`src/rtl/jk_seq_driver_if.sv`:
```
// jk_seq_driver_if
//   Command handshake between a requester and jk_seq_driver.
//   cmd_valid : request, held with a stable payload until accepted
//   cmd_ready : sequencer is idle and will accept on the next edge
//   cmd_op    : {j,k} operation (00 hold, 01 reset, 10 set, 11 toggle)
//   cmd_len   : number of edges to apply, minus 1
interface jk_seq_driver_if #(
  parameter int CNT_W = 4
);
  logic             cmd_valid;
  logic             cmd_ready;
  logic [1:0]       cmd_op;
  logic [CNT_W-1:0] cmd_len;

  modport master (output cmd_valid, output cmd_op, output cmd_len, input cmd_ready);
  modport slave  (input cmd_valid, input cmd_op, input cmd_len, output cmd_ready);
endinterface

```
`src/rtl/jk_seq_driver.sv`:
```
// jk_seq_driver
//   Sequencer feeding a jk_ff. Accepts {j,k} commands with a repeat length,
//   drives j/k for cmd_len+1 clock edges, tracks the expected flip-flop
//   state and checks q feedback once per command.
// Ports:
//   clk      : clock, rising edge
//   preset_n : asynchronous active-low reset (flip-flop preset = ~preset_n)
//   cmd      : command handshake (slave side)
//   j, k     : registered drive to the flip-flop
//   q_fb     : flip-flop q feedback
//   busy     : command in progress (DRIVE or CHECK)
//   done     : one-cycle pulse after a command completes
//   exp_q    : modelled flip-flop state
//   clr_err  : synchronous clear of mismatch / err_cnt
//   mismatch : sticky compare-failure flag
//   err_cnt  : saturating compare-failure count
module jk_seq_driver #(
  parameter int CNT_W = 4,
  parameter int ERR_W = 8
) (
  input  logic             clk,
  input  logic             preset_n,
  jk_seq_driver_if.slave   cmd,
  output logic             j,
  output logic             k,
  input  logic             q_fb,
  output logic             busy,
  output logic             done,
  output logic             exp_q,
  input  logic             clr_err,
  output logic             mismatch,
  output logic [ERR_W-1:0] err_cnt
);

  typedef enum logic [1:0] {
    S_IDLE,
    S_DRIVE,
    S_CHECK
  } state_t;

  state_t           state, state_n;
  logic [1:0]       op_r, op_n;
  logic [CNT_W-1:0] cnt, cnt_n;
  logic             j_n, k_n, exp_n, done_n, mm_n;
  logic [ERR_W-1:0] err_n;

  // Decoded from state only, so no input reaches an output combinationally.
  assign cmd.cmd_ready = (state == S_IDLE);
  assign busy          = (state != S_IDLE);

  always_ff @(posedge clk or negedge preset_n) begin
    if (!preset_n) begin
      state    <= S_IDLE;
      op_r     <= '0;
      cnt      <= '0;
      j        <= 1'b0;
      k        <= 1'b0;
      exp_q    <= 1'b0;
      done     <= 1'b0;
      mismatch <= 1'b0;
      err_cnt  <= '0;
    end else begin
      state    <= state_n;
      op_r     <= op_n;
      cnt      <= cnt_n;
      j        <= j_n;
      k        <= k_n;
      exp_q    <= exp_n;
      done     <= done_n;
      mismatch <= mm_n;
      err_cnt  <= err_n;
    end
  end

  always_comb begin
    state_n = state;
    op_n    = op_r;
    cnt_n   = cnt;
    j_n     = j;
    k_n     = k;
    exp_n   = exp_q;
    done_n  = 1'b0;
    mm_n    = mismatch;
    err_n   = err_cnt;

    if (clr_err) begin
      mm_n  = 1'b0;
      err_n = '0;
    end

    case (state)
      S_IDLE: begin
        if (cmd.cmd_valid) begin
          op_n    = cmd.cmd_op;
          cnt_n   = cmd.cmd_len;
          j_n     = cmd.cmd_op[1];
          k_n     = cmd.cmd_op[0];
          state_n = S_DRIVE;
        end
      end
      S_DRIVE: begin
        // Mirror the flip-flop: it samples op_r on this same edge.
        case (op_r)
          2'b01:   exp_n = 1'b0;
          2'b10:   exp_n = 1'b1;
          2'b11:   exp_n = ~exp_q;
          default: exp_n = exp_q;
        endcase
        if (cnt == '0) begin
          j_n     = 1'b0;
          k_n     = 1'b0;
          state_n = S_CHECK;
        end else begin
          cnt_n = cnt - 1'b1;
        end
      end
      S_CHECK: begin
        state_n = S_IDLE;
        done_n  = 1'b1;
        // A failure on the same edge as clr_err overrides the clear.
        if (q_fb != exp_q) begin
          mm_n = 1'b1;
          if (clr_err)
            err_n = ERR_W'(1);
          else if (err_cnt != '1)
            err_n = err_cnt + 1'b1;
        end
      end
      default: state_n = S_IDLE;
    endcase
  end

endmodule

```
`src/flat_wrapper.sv`:
```
// flat-port wrapper written by rule: the top's interface ports become plain ports
module jk_seq_driver_flat 
#(
  parameter int CNT_W = 4,
  parameter int ERR_W = 8
)
  (clk, preset_n, j, k, q_fb, busy, done, exp_q, clr_err, mismatch, err_cnt, cmd_cmd_valid, cmd_cmd_op, cmd_cmd_len, cmd_cmd_ready);
  jk_seq_driver_if #(.CNT_W(CNT_W)) cmd_i ();
  input  logic clk;
  input  logic preset_n;
  output logic j;
  output logic k;
  input  logic q_fb;
  output logic busy;
  output logic done;
  output logic exp_q;
  input  logic clr_err;
  output logic mismatch;
  output logic [ERR_W-1:0] err_cnt;
  input wire logic [$bits(cmd_i.cmd_valid)-1:0] cmd_cmd_valid;
  input wire logic [$bits(cmd_i.cmd_op)-1:0] cmd_cmd_op;
  input wire logic [$bits(cmd_i.cmd_len)-1:0] cmd_cmd_len;
  output wire logic [$bits(cmd_i.cmd_ready)-1:0] cmd_cmd_ready;
  assign cmd_i.cmd_valid = cmd_cmd_valid;
  assign cmd_i.cmd_op = cmd_cmd_op;
  assign cmd_i.cmd_len = cmd_cmd_len;
  assign cmd_cmd_ready = cmd_i.cmd_ready;
  jk_seq_driver #(.CNT_W(CNT_W), .ERR_W(ERR_W)) u_core (.clk(clk), .preset_n(preset_n), .cmd(cmd_i), .j(j), .k(k), .q_fb(q_fb), .busy(busy), .done(done), .exp_q(exp_q), .clr_err(clr_err), .mismatch(mismatch), .err_cnt(err_cnt));
endmodule
```
`config.mk`:
```
export PLATFORM = sky130hd
export DESIGN_NAME = jk_seq_driver_flat
export DESIGN_NICKNAME = d
export VERILOG_FILES = /design/src/rtl/jk_seq_driver_if.sv /design/src/rtl/jk_seq_driver.sv /design/src/flat_wrapper.sv
export SDC_FILE = /design/constraint.sdc
export NUM_CORES = 1
export LEC_CHECK = 0
export BUFFER_PORTS_ARGS = -buffer_cell sky130_fd_sc_hd__buf_2
export CAP_MARGIN = 15
export CELL_PAD_IN_SITES_DETAIL_PLACEMENT = 0
export CELL_PAD_IN_SITES_GLOBAL_PLACEMENT = 1
export CORE_MARGIN = 2
export CORE_UTILIZATION = 39
export DETAILED_ROUTE_END_ITERATION = 10
export GPL_ROUTABILITY_DRIVEN = 1
export HOLD_SLACK_MARGIN = 0.03
export PLACE_DENSITY_LB_ADDON = 0.3
export SKIP_LAST_GASP = 1
export SLEW_MARGIN = 20
export SYNTH_ARGS = -nofsm -noshare
export SYNTH_HDL_FRONTEND = slang
export SYNTH_SLANG_ARGS = --single-unit
```
`constraint.sdc`:
```
create_clock -name clk -period 2.1 [get_ports clk]
set_input_delay 0.105 -clock clk [delete_from_list [all_inputs] [get_ports clk]]
set_output_delay 0.105 -clock clk [all_outputs]
set_load 0.01 [all_outputs]
```
* Word level (Yosys, flattened, before mapping)
Index checks and enable logic that the tools add are counted.
** Cells by class
- Bitwise operators :: 1
- Reductions and logical operators :: 10
- Shift-type cells :: 0
- Mux-type cells :: 21
- Divide/modulo/power cells :: 0
- Multipliers :: 0
- Order comparisons :: 0
- $add $sub $neg :: 2
- Equality and inequality tests :: 10
** Operators with widths (count)
- $mux W8 :: 5
- $add A8 B1 Y8 const B :: 1
- $mux W4 :: 2
- $ne A8 B8 Y1 const B :: 1
- $pmux W4 S2 :: 1
- $mux W1 :: 7
- $eq A2 B2 Y1 const B :: 3
- $reduce_and A2 Y1 :: 3
- $reduce_and A3 Y1 :: 2
- $eq A2 B1 Y1 const B :: 2
- $logic_not A4 Y1 :: 1
- $mux W2 :: 2
- $ne A2 B2 Y1 const B :: 2
- $pmux W1 S2 :: 2
- $pmux W2 S2 :: 1
- $reduce_bool A2 Y1 :: 2
- $sub A4 B1 Y4 const B :: 1
- $pmux W1 S3 :: 1
- $reduce_bool A3 Y1 :: 1
- $logic_not A2 Y1 :: 1
- $ne A2 B1 Y1 const B :: 1
- $ne A1 B1 Y1 :: 1
- $not A1 Y1 :: 1
** Word-level totals
- Bits in read-only memories :: 0
- Bits of input ports :: 11
- Memory bits (writable) :: 0
- Word-level logic and storage cells :: 53
- Latch bits :: 0
- Output and inout bits :: 15
- Memories kept :: 0
- Flip-flop bits (word level) :: 21

* Longest topological paths before layout
Gate-level depths: netlist of the first run.
- Depth after elaboration :: 5
- Mapped depth :: 5
- Depth with buffers taken out :: 5

* Least setup slack after synthesis of the first run
No wires, ideal clock.
- Path type :: reg-to-reg
- Start point :: register u_core.err_cnt[0]
- End point :: register u_core.err_cnt[2]
- Arrival time :: 1.481 ns
- Setup time :: 0.099 ns
- Stages on the path, launching flop included :: 6
- Buffers on the path :: 0
- Setup slack :: 0.520 ns
- Period minus slack after synthesis :: 1.580 ns
- Cells stage by stage :: dfrtp_1 > ha_1 > nand4_1 > or2_4 > and2_4 > a311oi_1
** Between the ends
- Longest elaborated chain between the ends :: 5
- Elaborated cells on any way between the ends :: 6
- Classes of those cells :: add/sub: 1; eq/ne: 1; mux: 4
** RTL lines
- start, declared :: line jk_seq_driver.sv:32 : output logic [ERR_W-1:0] err_cnt
- start signal, assigned :: line jk_seq_driver.sv:71 : err_cnt <= err_n;
- $add A8 B1 Y8 or $ne A8 B8 Y1 (tied branches) :: line jk_seq_driver.sv:126, jk_seq_driver.sv:125
- $mux W8 * :: line jk_seq_driver.sv:125 : else if (err_cnt != '1)
- $mux W8 * :: line jk_seq_driver.sv:123 : if (clr_err)
- $mux W8 * :: line jk_seq_driver.sv:121 : if (q_fb != exp_q) begin
- $mux W8 * :: line jk_seq_driver.sv:91 : case (state)
- named net u_core.err_n[2] :: line jk_seq_driver.sv:45 : logic [ERR_W-1:0] err_n;
Mark *: on every way through the listed nets, which the timed path passes. The rest lies on a longest branch.
A chain may end at the register's enable or synchronous reset.

* Worst setup path after layout of the first run
Ends and elaborated chain as after synthesis.

==> out/metrics.yaml, run 1 <==
status:
  status: "completed"
drt:
  wl_per_cell_um: 13.9
  drt-initial-drc-count: 18
  drtAntennaViolNets: 0
  drc_errors: 0
  vias: 902
  drt_pass1_iterations: 4
  vias_per_cell: 5.67
  wl_um: 2220
critical_path:
  crit_fanout: 6
  endpoint_kind: "flop"
  crit_type: "reg -> reg"
  start_kind: "flop"
  arrival_ns: 1.93
  cp.required_ns: 2.31
timing:
  fin_setup_tns_ns: 0
  finalCritPeriodShare: 0.820
  fmax_mhz: 581
  finalSetupViolCount: 0
  drv_slew: 0
  rsz0062_at_grt: "no"
  layout_min_cycle_time_ns: 1.72
  timing.hold.ws_ns: 0.0512
  finalHoldViolCount: 0
  worst_clock_skew_ns: 0.00206
  slew_headroom: 0.676
  worst_slew_pin_slew_ns: 0.486
yosys:
  ys_ff_latch: 21
  ys_seq_area_frac: 0.496
  synthFlopType: "dfrtp_1"
  yosysWarnings: 0
  synth_cell_types: 42
  async_flop_share: 1.00
  synthesis.nets: 115
  syn_area_mm2: 0.00106
  synth-edff-count: 0
  avgSynthCellArea_um2: 10.4
  synthCells: 102
floorplanning:
  die_area_mm2: 0.00315
  start_util: 0.420
  fp.coreArea_mm2: 0.00252
  die_h_um: 56.1
  rows: 18
  io_pins: 26
  die_width_um: 56.1
finish:
  nFillCells: 254
  nets: 143
  layout-drive-gt1-share: 0.295
  utilization: 0.492
  area_growth_pct: 17.3
  register_area_um2: 526
  diodes: 0
  multi_input_area_um2: 494
grt:
  grt_max_degree: 22
  grt_pass1_vias: 850
  antenna_found_initial: 0
  grt_util_all_layers: 0.160
  grt_pass1_wl_um: 4000
  grt.overflow.total: 0
clocking:
  cts_resized: 0
  root_buffer: "clkbuf_4"
  cts_buffers: 3
  cts_htree_levels: 1
  cts_tree: "built"
  post_cts_buffers: 0
  clock_sinks: 21
  clk_latency_ns: 0.30
  clk_path_buf_depth: 2
  cts_hold_buf: 1
  path_clk_slew_ns: 0.11
worst_hold_path:
  hp-class: "in -> reg"
placed_design:
  routabilityCongestion: 0.813
  dp_hpwl_um: 1610
  numPortBuffers: 25
power_and_ir_drop:
  power_mw: 1.13
  power.density_mw_per_mm2: 909
  leakage_nw: 0.609
  vdd_drop_max_mv: 0.584
job:
  cap_violations: 0
[placed cells by master, fill, tap and decap left out, types with 2 or more instances in the layout]
| cell type | count |
|---|---|
| a211oi_1 | 2 |
| a21o_1 | 2 |
| a21oi_1 | 6 |
| a32o_1 | 2 |
| and4_2 | 2 |
| buf_2 | 25 |
| clkbuf_4 | 3 |
| dfrtp_1 | 21 |
| ha_1 | 2 |
| inv_1 | 6 |
| mux2_2 | 2 |
| mux2i_1 | 2 |
| nand2_1 | 5 |
| nand3_1 | 5 |
| nand4_1 | 3 |
| nor2_1 | 7 |
| nor3_1 | 2 |
| o21ai_0 | 7 |
[routing by layer]
layer / vias to the layer above / share of wire / GRT usage
met5: - / 0 / 0
met4: 0 / 0.0086 / 0.0408
met3: 2 / 0.050 / 0.0558
met2: 20 / 0.44 / 0.237
met1: 443 / 0.51 / 0.222
li1: 437 / - / -
[stage by stage]
stage / worst slack (ns) / area (um2) / std cells
after floorplan: 0.520 / 1060 / 102
after global placement: 0.499 / 1200 / 154
after detailed placement: 0.434 / 1200 / 154
after CTS: 0.402 / 1240 / 159
after global routing: 0.291 / 1240 / 159
final: 0.379 / 1240 / 159
[worst paths after layout]
path | to | start | slack (ns) | cells past startpoint
worst max-delay path | u_core.err_cnt[2] | u_core.err_cnt[0] | 0.38 | 5
worst min-delay path | u_core.op_r[0] | cmd_cmd_op[0] | 0.05 | 2
worst max register to register | u_core.err_cnt[2] | u_core.err_cnt[0] | 0.38 | 5
worst min register to register | u_core.exp_q | u_core.op_r[0] | 0.47 | 1
max in group asynchronous | u_core.state[1] | preset_n | 1.49 | 2
min in group asynchronous | u_core.cnt[1] | preset_n | 0.28 | 2
[logic make-up (layout without fill, tap and decap cells)]
| kind of cell | after synthesis | in the layout | share of synthesized area |
|---|---|---|---|
| fa+ha+maj | 2 | 2 | 0.0236 |
| flops | 21 | 21 | 0.496 |
| simple gates | 35 | 35 | 0.189 |
| compound gates | 30 | 30 | 0.206 |
| buf+inv | 9 | 36 | 0.0366 |
| xor+xnor | 1 | 1 | 0.00828 |
| mux | 4 | 4 | 0.0402 |
[report_power, final]
| group | internal, mW | switching, mW | leakage (nW) |
|---|---|---|---|
| combinational | 0.173 | 0.194 | 0.325 |
| clock | 0.0740 | 0.117 | 0.0150 |
| sequential | 0.498 | 0.0720 | 0.269 |
[registers in the layout, summed over array words and instances, names as in the netlist]
name and count:
u_core.cnt 4, u_core.mismatch 1, u_core.err_cnt 8, u_core.j 1, u_core.done 1, u_core.k 1
u_core.exp_q 1, u_core.op_r 2, u_core.state 2
[synthesized netlist by cell type, types with 2 or more instances]
| master | n | area (um2) |
|---|---|---|
| nor2_1 | 7 | 26.3 |
| a211oi_1 | 2 | 15.0 |
| dfrtp_1 | 21 | 526 |
| nand2_1 | 5 | 18.8 |
| a21o_1 | 2 | 15.0 |
| nand3_1 | 5 | 25.0 |
| nor3_1 | 2 | 10.0 |
| mux2_2 | 2 | 22.5 |
| ha_1 | 2 | 25.0 |
| inv_1 | 6 | 22.5 |
| a21oi_1 | 6 | 30.0 |
| nand4_1 | 3 | 18.8 |
| mux2i_1 | 2 | 20.0 |
| o21ai_0 | 7 | 35.0 |
| and4_2 | 2 | 20.0 |
| a32o_1 | 2 | 20.0 |
[layout make-up]
cell class	instances	area share
well taps	30	0.0302
multi-input cells	72	0.398
flip-flops and latches	21	0.423
inverters	6	0.0181
repair buffers	26	0.109
clock buffers	4	0.0212
[worst max-delay path: stages (launching register included)]
cell	delay [ns]
dfrtp_1	0.44
ha_1	0.29
nand4_1	0.17
or2_4	0.31
and2_4	0.17
a311oi_1	0.25
Note: power is estimated with default switching activity, not from simulation.
==> run 2, diff against run 1 <==
--- a/config.mk
+++ b/config.mk
@@ -5,12 +5,13 @@
 export SDC_FILE = /design/constraint.sdc
 export NUM_CORES = 1
 export LEC_CHECK = 0
+export ABC_AREA = 1
 export BUFFER_PORTS_ARGS = -buffer_cell sky130_fd_sc_hd__buf_2
 export CAP_MARGIN = 15
 export CELL_PAD_IN_SITES_DETAIL_PLACEMENT = 0
 export CELL_PAD_IN_SITES_GLOBAL_PLACEMENT = 1
 export CORE_MARGIN = 2
-export CORE_UTILIZATION = 39
+export CORE_UTILIZATION = 37
 export DETAILED_ROUTE_END_ITERATION = 10
 export GPL_ROUTABILITY_DRIVEN = 1
 export HOLD_SLACK_MARGIN = 0.03
==> constraint.sdc (replaced) <==
create_clock -name clk -period 1.8 [get_ports clk]
set_input_delay 0.09 -clock clk [delete_from_list [all_inputs] [get_ports clk]]
set_output_delay 0.09 -clock clk [all_outputs]
set_load 0.01 [all_outputs]
==> out/metrics.yaml, run 2 <==
critical_path:
  cp.required_ns: 2.01
  cp_slowest_cell: "dfrtp_1"
  crit_type: "reg -> reg"
  start_kind: "flop"
  endpoint_kind: "flop"
  worst-path-buf-inv: 0
  path_depth: 8
  crit_fanout: 6
  cpMostUsedCell: "nor2_1"
  reg2reg_depth: 8
  path_cells: "ha_1 > nand2_1 > nor2_2 > nand2_2 > nand2_1 > nor2_1 > nor2_1 > nor2_1"
  cpPeakStageDelay_ns: 0.41
  arrival_ns: 1.59
  path_delay_family: "simple AND/OR/NAND/NOR gates"
timing:
  worst_slew_pin_slew_ns: 0.485
  worst_clock_skew_ns: 0.000689
  fin_setup_tns_ns: 0
  layout_min_cycle_time_ns: 1.38
  finalCritPeriodShare: 0.769
  slew_headroom: 0.677
  rsz0062_at_grt: "no"
  finalHoldViolCount: 0
  fmax_mhz: 722
  finalSetupViolCount: 0
  drv_slew: 0
job:
  cap_violations: 0
yosys:
  synth_cell_types: 20
  synthDominantCellAreaShare: 0.444
  avgSynthCellArea_um2: 7.25
  syn_area_mm2: 0.00118
  yosys.area.top_type: "dfrtp_1"
  yosysWarnings: 0
  synthCells: 163
  synthesis.nets: 176
  async_flop_share: 1.00
  synth-edff-count: 0
  ys_ff_latch: 21
  synthFlopType: "dfrtp_1"
  synth_common_cells: "51 x nand2_1, 22 x inv_1, 21 x dfrtp_1, 21 x nand3_1, 15 x nor2_1"
  ys_seq_area_frac: 0.444
  synth_most_common_cell: "nand2_1"
  synthTopCellsByArea: "dfrtp_1 44%, nand2_1 16%, nand3_1 8.9%"
clocking:
  clock_sinks: 21
  cts_buffers: 3
  path_clk_slew_ns: 0.12
  cts_htree_levels: 1
  clk_latency_ns: 0.30
  clk_path_buf_depth: 2
  root_buffer: "clkbuf_4"
  post_cts_buffers: 0
  cts_tree: "built"
floorplanning:
  die_width_um: 60.5
  fp.coreArea_mm2: 0.00305
  die_h_um: 60.5
  rows: 20
  die_area_mm2: 0.00366
  io_pins: 26
  start_util: 0.387
drt:
  wl_um: 2570
  vias: 1103
  drtAntennaViolNets: 0
  vias_per_cell: 4.62
  drc_errors: 0
  wl_per_cell_um: 10.7
  drt-initial-drc-count: 118
  drt_pass1_iterations: 4
grt:
  antenna_found_initial: 0
  grt_util_all_layers: 0.159
  grt_busiest_layer: "met2"
  grt_pass1_wl_um: 4350
  grtUsageMet2: 0.264
  grt_pass1_vias: 993
  grt_max_degree: 22
  grt_util_met1: 0.212
  grt.overflow.total: 0
  grt_util_met3: 0.0192
finish:
  register_area_um2: 526
  nFillCells: 335
  utilization: 0.465
  largest_registers: "u_core.err_cnt x8, u_core.cnt x4"
  nets: 209
  layout-drive-gt1-share: 0.210
  mostFrequentLayoutCell: "nand2_1"
  multi_input_area_um2: 566
  area_growth_pct: 20.0
  diodes: 0
  top_register: "u_core.err_cnt"
  layout_common_cells: "51 x nand2_1, 25 x buf_2, 22 x inv_1, 21 x nand3_1, 21 x dfrtp_1"
  largest_reg_flops: 8
placed_design:
  numPortBuffers: 25
  dp_hpwl_um: 1930
  routabilityCongestion: 0.881
worst_hold_path:
  hp-class: "in -> reg"
  worstHoldPathCells: 4
status:
  status: "completed"
power_and_ir_drop:
  vdd_drop_max_mv: 0.656
  leakage_nw: 0.783
  power.density_mw_per_mm2: 1200
  power_mw: 1.70
[run 2: cell types whose count changed after synthesis, sizes merged, moves of 3 or more]
cell and change:
a21oi -5, nand2 +52, and4 -3, nand3 +16, inv +17, o21ai +4
nor2 +13
[run 2: worst register-to-register path: cells and delay by family, from the launching register on]
kind	cells	cell delay, ns
flip-flops	1	0.41
AND/OR/NAND/NOR	7	0.70
adder cells (fa/ha/maj)	1	0.18
[run 2: per-layer routing]
metal | vias to the layer above | routed length, um
met3 | 2 | 79
met4 | 0 | 17
met1 | 508 | 1250
li1 | 575 | -
met5 | - | 0
met2 | 18 | 1220
[run 2: path summary, 6_finish.rpt]
kind | startpoint | to | slack (ns)
max in group asynchronous | preset_n | u_core.err_cnt[5] | 1.21
min in group asynchronous | preset_n | u_core.err_cnt[2] | 0.26
worst min register to register | u_core.mismatch | u_core.mismatch | 0.49
worst max-delay path | u_core.err_cnt[0] | u_core.err_cnt[5] | 0.42
worst min-delay path | cmd_cmd_len[3] | u_core.cnt[3] | 0.10
worst max register to register | u_core.err_cnt[0] | u_core.err_cnt[5] | 0.42
[run 2: area by class of cell]
type,count,area share
flip-flops and latches,21,0.370
repair buffers,28,0.109
clock buffers,4,0.0185
inverters,24,0.0644
well taps,44,0.0388
multi-input cells,118,0.399
[run 2: metrics by stage]
stage | setup slack (ns) | std cells | hold WS, ns | instance area, um2
6_report | 0.415 | 239 | 0.103 | 1420
5_1_grt | 0.259 | 239 | 0.104 | 1420
4_1_cts | 0.444 | 239 | 0.0958 | 1420
3_5_place_dp | 0.454 | 232 | 0.0928 | 1360
3_3_place_gp | 0.465 | 232 | 0.0872 | 1360
2_1_floorplan | 0.530 | 163 | -0.206 | 1180
[run 2: cells by family after synthesis]
| kind of cell | Yosys count | share of synthesized area |
|---|---|---|
| AO/OA/AOI/OAI | 13 | 0.0571 |
| adder cells (fa/ha/maj) | 2 | 0.0212 |
| buffers and inverters | 24 | 0.0772 |
| flip-flops | 21 | 0.444 |
| AND/OR/NAND/NOR | 103 | 0.400 |
[run 2: repair_timing]
| action | 4_1_cts | 5_1_grt |
|---|---|---|
| endpoints found under the hold margin | 24 | 0 |
| hold buffers | 3 | 0 |
| gates resized for setup | 0 | 0 |
[run 2: power by group]
part / internal, mW / switching, mW
clock: 0.0863 / 0.148
combinational: 0.264 / 0.496
sequential: 0.612 / 0.0932
